===== config.mk =====
export PLATFORM = sky130hd
export DESIGN_NAME = bmp_stream_writer_flat
export DESIGN_NICKNAME = d
export VERILOG_FILES = /design/src/rtl/bmp_stream_writer_if.sv /design/src/rtl/bmp_stream_writer.sv /design/src/flat_wrapper.sv
export SDC_FILE = /design/constraint.sdc
export NUM_CORES = 1
export LEC_CHECK = 0
export CAP_MARGIN = 10
export CORE_MARGIN = 1.5
export CORE_UTILIZATION = 58
export DETAILED_ROUTE_END_ITERATION = 8
export MAX_ROUTING_LAYER = met4
export PLACE_DENSITY = 0.85
export RECOVER_POWER = 25
export SYNTH_ARGS = -nofsm -noshare
export SYNTH_HDL_FRONTEND = slang
export SYNTH_SLANG_ARGS = --single-unit

===== constraint.sdc =====
create_clock -name clk -period 5.32 [get_ports clk]
set_input_delay 1.064 -clock clk [delete_from_list [all_inputs] [get_ports clk]]
set_output_delay 1.064 -clock clk [all_outputs]
set_load 0.005 [all_outputs]

===== src/rtl/bmp_stream_writer_if.sv =====
`timescale 1ns/1ps
// Pixel-in / byte-out handshake bundle for the BMP stream writer.
// master = the writer itself, slave = the framebuffer/SD side driving it.
interface bmp_stream_writer_if;
    logic        pix_valid;
    logic        pix_ready;
    logic [23:0] pix_data;
    logic        out_valid;
    logic        out_ready;
    logic [7:0]  out_byte;
    logic        out_last;

    modport master (
        input  pix_valid, pix_data, out_ready,
        output pix_ready, out_valid, out_byte, out_last
    );

    modport slave (
        output pix_valid, pix_data, out_ready,
        input  pix_ready, out_valid, out_byte, out_last
    );
endinterface


===== src/rtl/bmp_stream_writer.sv =====
`timescale 1ns/1ps
// Serializes a WIDTH x HEIGHT 24-bit raster into a BMP byte stream (BGR, rows padded to 4 bytes).
// Latency: start -> first byte next cycle; pixel accept -> B/G/R on the following three cycles.
// Backpressure: output byte held while out_ready is low; pix_ready only when a byte slot is free.
// BMP_STREAM_WRITER_HEADER_EN: when defined, the 54-byte file header precedes the pixel data.
module bmp_stream_writer #(
    parameter int WIDTH  = 640,
    parameter int HEIGHT = 480
) (
    input  logic                  clk,
    input  logic                  rstn,
    input  logic                  start,
    output logic                  busy,
    output logic                  done,
    bmp_stream_writer_if.master   io
);

    localparam logic [31:0] ROW_BYTES = 32'((3 * WIDTH + 3) & ~3);
    localparam logic [31:0] PAD       = ROW_BYTES - 32'(3 * WIDTH);
    localparam logic [1:0]  PAD_LAST  = 2'(PAD - 32'd1);
    localparam bit          HAS_PAD   = (PAD != 32'd0);
    localparam logic [11:0] COL_LAST  = 12'(WIDTH - 1);
    localparam logic [12:0] ROW_LAST  = 13'(HEIGHT - 1);
    localparam logic [12:0] ROW_END   = 13'(HEIGHT);
`ifdef BMP_STREAM_WRITER_HEADER_EN
    localparam logic [31:0] IMG_SIZE  = ROW_BYTES * 32'(HEIGHT);
    localparam logic [31:0] FILE_SIZE = 32'd54 + IMG_SIZE;
`endif

    typedef enum logic [2:0] {
        S_IDLE   = 3'd0,
`ifdef BMP_STREAM_WRITER_HEADER_EN
        S_HEADER = 3'd1,
`endif
        S_PIXEL  = 3'd2,
        S_PAD    = 3'd3,
        S_LAST   = 3'd4
    } state_t;

    state_t      state_q, state_d;
    logic [1:0]  phase_q;
    logic [11:0] col_q;
    logic [12:0] row_q;
    logic [1:0]  pad_q;
    logic [7:0]  pix_g_q, pix_r_q;
    logic        out_valid_q, out_last_q, done_q;
    logic [7:0]  out_byte_q;
`ifdef BMP_STREAM_WRITER_HEADER_EN
    logic [5:0]  hdr_idx_q;
`endif

    logic        load_en;
    logic        ld_vld, ld_last;
    logic [7:0]  ld_byte;
    logic        busy_c, pix_ready_c;

`ifdef BMP_STREAM_WRITER_HEADER_EN
    // Bytes 2..53 are 13 little-endian words; the two 16-bit fields share word 6.
    function automatic logic [7:0] hdr_byte(input logic [5:0] idx);
        logic [5:0]  j;
        logic [31:0] w;
        j = idx - 6'd2;
        case (j[5:2])
            4'd0:        w = FILE_SIZE;
            4'd2:        w = 32'd54;
            4'd3:        w = 32'd40;
            4'd4:        w = 32'(WIDTH);
            4'd5:        w = 32'(HEIGHT);
            4'd6:        w = 32'h0018_0001;
            4'd8:        w = IMG_SIZE;
            4'd9, 4'd10: w = 32'd2835;
            default:     w = 32'd0;
        endcase
        if (idx == 6'd0) return 8'h42;
        if (idx == 6'd1) return 8'h4D;
        return w[{j[1:0], 3'b000} +: 8];
    endfunction
`endif

    // A new byte may enter the output register only when it is empty or draining.
    assign load_en = !out_valid_q || io.out_ready;

    always_ff @(posedge clk or negedge rstn) begin
        if (!rstn) state_q <= S_IDLE;
        else       state_q <= state_d;
    end

    always_comb begin
        state_d = state_q;
        ld_vld  = 1'b0;
        ld_last = 1'b0;
        ld_byte = 8'h00;
        case (state_q)
            S_IDLE: begin
                if (start) begin
`ifdef BMP_STREAM_WRITER_HEADER_EN
                    state_d = S_HEADER;
                    ld_vld  = 1'b1;
                    ld_byte = hdr_byte(6'd0);
`else
                    state_d = S_PIXEL;
`endif
                end
            end
`ifdef BMP_STREAM_WRITER_HEADER_EN
            S_HEADER: begin
                if (load_en) begin
                    ld_vld  = 1'b1;
                    ld_byte = hdr_byte(hdr_idx_q);
                    if (hdr_idx_q == 6'd53) state_d = S_PIXEL;
                end
            end
`endif
            S_PIXEL: begin
                if (load_en) begin
                    case (phase_q)
                        2'd0: begin
                            ld_vld  = io.pix_valid;
                            ld_byte = io.pix_data[7:0];
                        end
                        2'd1: begin
                            ld_vld  = 1'b1;
                            ld_byte = pix_g_q;
                        end
                        default: begin
                            ld_vld  = 1'b1;
                            ld_byte = pix_r_q;
                            if (col_q == COL_LAST) begin
                                if (HAS_PAD) begin
                                    state_d = S_PAD;
                                end else if (row_q == ROW_LAST) begin
                                    ld_last = 1'b1;
                                    state_d = S_LAST;
                                end
                            end
                        end
                    endcase
                end
            end
            S_PAD: begin
                // Row counter has already advanced here, so the final row shows as ROW_END.
                if (load_en) begin
                    ld_vld = 1'b1;
                    if (pad_q == PAD_LAST) begin
                        if (row_q == ROW_END) begin
                            ld_last = 1'b1;
                            state_d = S_LAST;
                        end else begin
                            state_d = S_PIXEL;
                        end
                    end
                end
            end
            S_LAST: begin
                if (out_valid_q && io.out_ready) state_d = S_IDLE;
            end
            default: state_d = S_IDLE;
        endcase
    end

    always_comb begin
        busy_c      = (state_q != S_IDLE);
        pix_ready_c = (state_q == S_PIXEL) && (phase_q == 2'd0) && load_en;
    end

    always_ff @(posedge clk or negedge rstn) begin
        if (!rstn) begin
            out_valid_q <= 1'b0;
            out_byte_q  <= 8'h00;
            out_last_q  <= 1'b0;
            done_q      <= 1'b0;
            phase_q     <= 2'd0;
            col_q       <= 12'd0;
            row_q       <= 13'd0;
            pad_q       <= 2'd0;
            pix_g_q     <= 8'h00;
            pix_r_q     <= 8'h00;
`ifdef BMP_STREAM_WRITER_HEADER_EN
            hdr_idx_q   <= 6'd0;
`endif
        end else begin
            done_q <= (state_q == S_LAST) && out_valid_q && io.out_ready;
            if (load_en) begin
                out_valid_q <= ld_vld;
                out_last_q  <= ld_vld && ld_last;
                if (ld_vld) out_byte_q <= ld_byte;
            end
            if (state_q == S_IDLE && start) begin
                phase_q <= 2'd0;
                col_q   <= 12'd0;
                row_q   <= 13'd0;
                pad_q   <= 2'd0;
`ifdef BMP_STREAM_WRITER_HEADER_EN
                hdr_idx_q <= 6'd1;
`endif
            end
`ifdef BMP_STREAM_WRITER_HEADER_EN
            if (state_q == S_HEADER && load_en) hdr_idx_q <= hdr_idx_q + 6'd1;
`endif
            if (state_q == S_PIXEL && load_en) begin
                case (phase_q)
                    2'd0: begin
                        if (io.pix_valid) begin
                            phase_q <= 2'd1;
                            pix_g_q <= io.pix_data[15:8];
                            pix_r_q <= io.pix_data[23:16];
                        end
                    end
                    2'd1: phase_q <= 2'd2;
                    default: begin
                        phase_q <= 2'd0;
                        if (col_q == COL_LAST) begin
                            col_q <= 12'd0;
                            row_q <= row_q + 13'd1;
                        end else begin
                            col_q <= col_q + 12'd1;
                        end
                    end
                endcase
            end
            if (state_q == S_PAD && load_en)
                pad_q <= (pad_q == PAD_LAST) ? 2'd0 : pad_q + 2'd1;
        end
    end

    assign busy         = busy_c;
    assign done         = done_q;
    assign io.pix_ready = pix_ready_c;
    assign io.out_valid = out_valid_q;
    assign io.out_byte  = out_byte_q;
    assign io.out_last  = out_last_q;

endmodule


===== src/flat_wrapper.sv =====
// flat-port wrapper written by rule: the top's interface ports become plain ports
module bmp_stream_writer_flat 
#(
    parameter int WIDTH  = 640,
    parameter int HEIGHT = 480
)
  (clk, rstn, start, busy, done, io_pix_valid, io_pix_data, io_out_ready, io_pix_ready, io_out_valid, io_out_byte, io_out_last);
  bmp_stream_writer_if io_i ();
  input  logic clk;
  input  logic rstn;
  input  logic start;
  output logic busy;
  output logic done;
  input wire logic [$bits(io_i.pix_valid)-1:0] io_pix_valid;
  input wire logic [$bits(io_i.pix_data)-1:0] io_pix_data;
  input wire logic [$bits(io_i.out_ready)-1:0] io_out_ready;
  output wire logic [$bits(io_i.pix_ready)-1:0] io_pix_ready;
  output wire logic [$bits(io_i.out_valid)-1:0] io_out_valid;
  output wire logic [$bits(io_i.out_byte)-1:0] io_out_byte;
  output wire logic [$bits(io_i.out_last)-1:0] io_out_last;
  assign io_i.pix_valid = io_pix_valid;
  assign io_i.pix_data = io_pix_data;
  assign io_i.out_ready = io_out_ready;
  assign io_pix_ready = io_i.pix_ready;
  assign io_out_valid = io_i.out_valid;
  assign io_out_byte = io_i.out_byte;
  assign io_out_last = io_i.out_last;
  bmp_stream_writer #(.WIDTH(WIDTH), .HEIGHT(HEIGHT)) u_core (.clk(clk), .rstn(rstn), .start(start), .busy(busy), .done(done), .io(io_i));
endmodule

==> results of run 1 <==
worst max-delay path: cells and delay by family:
kind,cells,cell delay (ns)
buf+inv,2,1.04
simple gates,3,0.46
sequential cells by signal, summed over array words and instances, names as in the netlist:
| signal | flops |
|---|---|
| u_core.col_q | 12 |
| u_core.done | 1 |
| u_core.io.out_byte | 8 |
| u_core.io.out_last | 1 |
| u_core.io.out_valid | 1 |
| u_core.phase_q | 2 |
| u_core.pix_g_q | 8 |
| u_core.pix_r_q | 8 |
| u_core.row_q | 13 |
| u_core.state_q | 2 |
worst min-delay path by stage:
stage | cells after the start | startpoint | endpoint | slack [ns]
after floorplan | 1 | u_core.row_q[12]$_DFF_PN0_ | u_core.row_q[12]$_DFF_PN0_ | 0.45
after global placement | 2 | u_core.io.out_last$_DFFE_PN0P_ | u_core.io.out_last$_DFFE_PN0P_ | 0.46
after detailed placement | 2 | u_core.io.out_last$_DFFE_PN0P_ | u_core.io.out_last$_DFFE_PN0P_ | 0.47
after CTS | 1 | u_core.row_q[12]$_DFF_PN0_ | u_core.row_q[12]$_DFF_PN0_ | 0.49
after global routing | 2 | u_core.io.out_last$_DFFE_PN0P_ | u_core.io.out_last$_DFFE_PN0P_ | 0.52
final | 2 | u_core.io.out_last$_DFFE_PN0P_ | u_core.io.out_last$_DFFE_PN0P_ | 0.49
cell type report:
type	instances	area [um2]
flip-flops and latches	56	1400
fillers	358	1350
multi-input cells	190	1320
repair buffers	43	417
clock buffers	5	68.8
well taps	54	67.6
clock inverters	3	47.5
inverters	5	18.8
per-stage QoR:
stage | instance area, um2 | worst slack, ns | cells | power [mW] | util
finish | 3340 | 1.68 | 356 | 1.40 | 0.713
global route | 3340 | 1.26 | 356 | 1.49 | 0.713
CTS | 3350 | 1.68 | 356 | 1.42 | 0.714
detailed placement | 3230 | 1.70 | 348 | 1.13 | 0.689
global placement | 3230 | 1.68 | 348 | 1.11 | 0.689
floorplan | 2800 | 2.80 | 263 | 0.944 | -
cell usage in the layout, fill, tap and decap left out, types with 2 or more instances in the layout:
master,instances
a21oi_1,2
a22o_1,3
a31oi_1,7
a41oi_1,2
and2b_1,2
and4_1,4
clkbuf_8,5
clkdlybuf4s50_1,40
clkinv_4,2
dfrtp_1,56
ha_1,2
inv_1,5
mux2_2,25
mux2i_1,17
nand2_1,34
nand2b_1,2
nand3_1,16
nand4_1,7
nor2_1,6
nor3_1,6
nor3b_1,3
nor4_1,7
o211ai_1,4
o21ai_0,11
o31ai_1,7
or3_1,4
or4_1,6
layer usage:
metal | global-route usage | share of wire | up-vias
li1 | - | - | 1052
met1 | 0.314 | 0.45 | 1076
met2 | 0.387 | 0.50 | 48
met3 | 0.0417 | 0.035 | 8
met4 | 0.0713 | 0.011 | 0
met5 | - | 0 | -
where the power goes:
group | internal [mW] | switching [mW] | leakage, nW
logic | 0.267 | 0.195 | 0.601
registers | 0.546 | 0.111 | 0.715
clock network | 0.142 | 0.142 | 0.0583
total | 0.956 | 0.449 | 1.37
logic make-up (layout without fill, tap and decap cells):
| family | count (synthesis) | in the layout | synth area share |
|---|---|---|---|
| compound gates | 39 | 39 | 0.0949 |
| xor+xnor | 1 | 1 | 0.00313 |
| fa+ha+maj | 2 | 2 | 0.00895 |
| buf+inv | 17 | 56 | 0.0251 |
| flops | 56 | 56 | 0.501 |
| mux | 42 | 42 | 0.162 |
| simple gates | 106 | 106 | 0.205 |
==> metrics.md, run 1 <==
| Metric | Value |
|---|---|
| Status | finished, violations left |
| Violated checks | max-capacitance violations, max-slew violations |
| Clk slew on worst S/H paths | 0.10 ns |
| Syn Nets | 294 |
| Final period util | 0.684 |
| Ant. Diodes | 0 |
| Post-DP HPWL | 3900 um |
| Synth Warn # | 0 |
| Post-CTS Setup Inserts | 0 |
| Critical path destination | io_pix_ready |
| Gates resized, CTS repair | 0 |
| PD cells | 420 nW/um2 |
| Placer Congestion | 0.759 |
| Max Fclk | 275 MHz |
| Initial core utilization | 0.596 |
| Netlist cell types | 40 |
| EDFF count, synth | 0 |
| WL/cell | 16.0 um |
| Yosys top cell by area | dfrtp_1 |
| Minimum clock period after layout | 3.64 ns |
| # hold bufs at CTS | 0 |
| Largest cells by area after synthesis | dfrtp_1 (50%), mux2_2 (10%), mux2i_1 (6.1%) |
| H-Tree Depth | 2 |
| Clock sink count | 56 |
| Mapped Cells | 263 |
| Top-count cell post-synth | dfrtp_1 |
| R2R Setup Slk | 2.76 ns |
| CTS tree | built |
| Worst R2R End | u_core.row_q[5]$_DFF_PN0_ |
| Max-slew headroom | -0.969 |
| Die span in x | 72.4 um |
| R2R depth | 5 |
| Top cell type's share of synthesized area | 0.501 |
| RSZ-0062 raised after global routing | false |
| Chip Height | 72.4 um |
| Yosys reg bits | 56 |
| Leakage | 1.37 nW |
| Core outline area | 4690 um2 |
| Kind of critical path | in2out |
| Final setup vio count | 0 |
| R2r startpoint | u_core.col_q[0]$_DFF_PN0_ |
| Syn_area_per_cell | 10.6 um2 |
| Routed wire length | 5710 um |
| # IOs | 42 |
| Synthesized cell area | 2800 um2 |
| Post-synth ARST share | 1.00 |
| Worst Setup Start Kind | input pin |
| WP data arrival | 2.57 ns |
| Pre-Repair DR Iteration Count | 4 |
| Final nets | 332 |
| Worst hold path type | reg2reg |
| Setup TNS | 0 ns |
| Area Growth Syn to Fin | 19.7% |
| Seq/Total Area, Yosys | 0.501 |
| Root Driver | clkbuf_8 |
| Die Footprint | 5240 um2 |
| Slew @ Worst Pin | 2.95 ns |
| Total number of vias | 2,184 |
| Antenna violations before repair | 0 |
| Critical Path, Cell by Cell | clkdlybuf4s50_1 > nand2b_1 > nand2_1 > nor3_1 > clkdlybuf4s50_1 |
| Total global routing overflow | 0 |
| DRT iter0 DRCs | 161 |
| Max stage delay on crit path | 0.56 ns |
| Gr usage total | 0.240 |
| WHS | 0.488 ns |
| Largest net degree at the start of global routing | 57 |
| Row cnt | 25 |
| Vias per Instance | 6.13 |
| Share of layout cells above drive strength 1 | 0.139 |
| Clock buffer depth | 2 |
| Crit-path slowest cell | clkdlybuf4s50_1 |
| Most used DFF post-synth | dfrtp_1 |
| Final hold viol count | 0 |
| First-pass GRT wire length | 9570 um |
| Final antenna-violating net count | 0 |
| Worst skew pair latency | 0.31 ns |
| CP Data Required Time | 4.26 ns |
| Number of global-route vias before repair | 2,063 |
| CP max FO | 4 |
| CP startpoint | io_out_ready |
| Synth top cells by count | dfrtp_1 (56), nand2_1 (34), mux2_2 (25) |
| PortBufs | 41 |
| DRC Markers | 0 |
| Max VDD drop | 0.281 mV |
| CP most frequent cell | clkdlybuf4s50_1 |
| MaxCap Viol Count | 1 |
| Slew Limit Fails | 57 |
| CP Capture Type | output pin |
| Clock skew | 0.00971 ns |
| TritonCTS buffer count | 5 |
(Power assumes the default switching activity.)
==> run 2, diff against run 1 <==
--- a/config.mk
+++ b/config.mk
@@ -7,10 +7,10 @@
 export LEC_CHECK = 0
 export CAP_MARGIN = 10
 export CORE_MARGIN = 1.5
-export CORE_UTILIZATION = 58
+export CORE_UTILIZATION = 49
 export DETAILED_ROUTE_END_ITERATION = 8
 export MAX_ROUTING_LAYER = met4
-export PLACE_DENSITY = 0.85
+export PLACE_DENSITY = 0.76
 export RECOVER_POWER = 25
 export SYNTH_ARGS = -nofsm -noshare
 export SYNTH_HDL_FRONTEND = slang
==> constraint.sdc (replaced) <==
create_clock -name clk -period 3.2 [get_ports clk]
set_input_delay 0.64 -clock clk [delete_from_list [all_inputs] [get_ports clk]]
set_output_delay 0.64 -clock clk [all_outputs]
set_load 0.005 [all_outputs]
==> run 2 against run 1 <==
Against the previous run: the flow now finishes without violations; worst setup slack worse by 1.2 ns; clock skew is 0.0011 ns lower; critical path type unchanged; clock power is 47% higher; count of clock-buffer cells in the layout is 1 higher; utilization is 9.7 points lower; design area is 1.4% higher; largest cell class unchanged; via count is 2.2% higher; worst hold slack worse by 0.20 ns; combinational power is 70% higher; routed wire length is 2.0% higher; cell count is 6.7% higher; sequential share of layout area is 0.57 points lower.
==> metrics.md, run 2 (synthesized netlist as in run 1, its figures left out) <==
| Metric | Value |
|---|---|
| Core outline area | 5510 um2 (+17%) |
| Pre-CTS setup slack | 0.450 ns (-1.25 ns) |
| Clock sink count | 56 (unchanged) |
| WL/cell | 15.3 um (-4.4%) |
| CP max FO | 4 (unchanged) |
| Most frequent cells in the layout | dfrtp_1 (56), clkdlybuf4s50_1 (40), nand2_1 (34) |
| Kind of critical path | in2out |
| Crit-path slowest cell | clkdlybuf4s50_1 |
| MaxCap Viol Count | 0 (-1) |
| Ant. Diodes | 0 (unchanged) |
| Clock skew | 0.00857 ns (-0.00114 ns) |
| Max Fclk | 362 MHz |
| Gates resized, CTS repair | 0 (unchanged) |
| Sequential cell area | 1400 um2 (unchanged) |
| TritonCTS buffer count | 5 (unchanged) |
| Final setup vio count | 0 (unchanged) |
| Final hold viol count | 0 (unchanged) |
| PortBufs | 41 (unchanged) |
| Slew Limit Fails | 0 (-100%) |
| # hold bufs at CTS | 0 (unchanged) |
| Total global routing overflow | 0 (unchanged) |
| Chip Height | 78.5 um (+8.4%) |
| Routed wire length | 5830 um (+2.0%) |
| Die Footprint | 6170 um2 (+18%) |
| Largest reg by FF count | u_core.row_q |
| Critical Path, Cell by Cell | clkdlybuf4s50_1 > nand2b_1 > nand2_1 > nor3_1 > clkdlybuf4s50_1 |
| Final antenna-violating net count | 0 (unchanged) |
| Worst Setup Start Kind | input pin |
| CP most frequent cell | clkdlybuf4s50_1 |
| CP Data Required Time | 2.56 ns (-1.70 ns) |
| Die span in x | 78.5 um (+8.4%) |
| Vias per Instance | 5.88 (-4.2%) |
| Max stage delay on crit path | 0.55 ns (about the same) |
| First-pass GRT wire length | 10,200 um (+6.3%) |
| R2R Setup Slk | 0.95 ns (-1.81 ns) |
| Max-slew headroom | 0.178 (+1.15) |
| Largest net degree at the start of global routing | 25 (-56%) |
| Worst Setup Slack, final | 0.436 ns (-1.25 ns) |
| Antenna violations before repair | 0 (unchanged) |
| Row cnt | 27 (+8.0%) |
| DRC Markers | 0 (unchanged) |
| Minimum clock period after layout | 2.76 ns |
| Number of global-route vias before repair | 2,192 (+6.3%) |
| Max VDD drop | 0.422 mV (+51%) |
| WP data arrival | 2.12 ns (-0.45 ns) |
| Post-DP HPWL | 4180 um (+7.1%) |
| Slew @ Worst Pin | 1.23 ns (-1.72 ns) |
| # fillers | 466 (+30%) |
| CTS tree | built |
| Root Driver | clkbuf_8 |
| Area Growth Syn to Fin | 21.3% |
| Status | finished, final reports clean |
| CP Capture Type | output pin |
| Total number of vias | 2,233 (+2.2%) |
| DP Area | 3300 um2 (+2.1%) |
| RSZ-0062 raised after global routing | false |
| Cells after DPL | 372 (+6.9%) |
| Placer Congestion | 0.822 (+8.4%) |
| Top Registers | u_core.row_q x13, u_core.col_q x12 |
| Gr usage total | 0.216 (-0.0241) |
| Most common cell after layout, fill and taps aside | dfrtp_1 |
| Fin area | 3390 um2 (+1.4%) |
| Multi-input logic area | 1320 um2 (unchanged) |
| Max reg flops | 13 (unchanged) |
| Setup TNS | 0 ns (unchanged) |
| Non-filler cells, final | 380 (+6.7%) |
| Post-CTS Setup Inserts | 0 (unchanged) |
| Tot Pwr | 2.30 mW (+64%) |
| Worst hold path type | in2async |
| H-Tree Depth | 2 (unchanged) |
| Final period util | 0.864 |
| Clk slew on worst S/H paths | 0.10 ns (about the same) |
| Clock buffer depth | 2 (unchanged) |
| Worst skew pair latency | 0.32 ns (about the same) |
| DRT iter0 DRCs | 130 (-19%) |
| Initial core utilization | 0.508 (-0.0881) |
| # IOs | 42 (unchanged) |
| Final nets | 338 (+1.8%) |
| Pre-Repair DR Iteration Count | 4 (unchanged) |
| Leakage | 1.39 nW (+1.3%) |
| PD cells | 678 nW/um2 (+61%) |
| Share of layout cells above drive strength 1 | 0.153 (+0.0135) |
-- run 2: cell types whose count changed in the layout (fill, tap and decap cells not counted), sizes merged --
cell,change
buf,+5
clkbuf,+2
bufinv,-1
clkinv,-1
inv,+1
-- run 2: where the power goes --
part           internal (mW)  total (mW)  leakage (nW)  switching, mW
logic                  0.462       0.785         0.626          0.323
registers              0.908        1.10         0.715          0.188
clock network          0.178       0.417        0.0516          0.239
total                   1.55        2.30          1.39          0.749
-- run 2: stage by stage --
step,utilization,hold WS [ns]
floorplan,-,0.344
global placement,0.599,0.464
detailed placement,0.599,0.464
CTS,0.617,0.170
global route,0.616,0.348
finish,0.616,0.286
-- run 2: cell type report --
cell class	instances	area share
clock buffer	6	0.0244
clock inverter	2	0.00406
inverter	5	0.00554
multi-input combinational	190	0.390
sequential	56	0.413
tap	72	0.0266
timing repair buffer	49	0.136
-- run 2: worst paths after layout --
path | end | start | cells past startpoint
max | io_pix_ready | io_out_ready | 5
min in group clk | u_core.io.out_last$_DFFE_PN0P_ | u_core.io.out_last$_DFFE_PN0P_ | 2
max in group asynchronous | u_core.io.out_byte[3]$_DFFE_PN0P_ | rstn | 2
max reg2reg | u_core.row_q[7]$_DFF_PN0_ | u_core.phase_q[1]$_DFF_PN0_ | 4
min | u_core.col_q[6]$_DFF_PN0_ | rstn | 1
min reg2reg | u_core.io.out_last$_DFFE_PN0P_ | u_core.io.out_last$_DFFE_PN0P_ | 2
-- run 2: critical path: cells and delay by family --
family / cells / cell delay [ns]
buffers and inverters: 2 / 1.03
and+or+nand+nor: 3 / 0.44
-- run 2: routing by layer --
| layer | vias up | global-route usage | wire [um] |
|---|---|---|---|
| met5 | - | - | 0 |
| met4 | 0 | 0.0589 | 79 |
| met3 | 10 | 0.0512 | 256 |
| met2 | 58 | 0.344 | 2730 |
| met1 | 1093 | 0.278 | 2770 |
| li1 | 1072 | - | - |
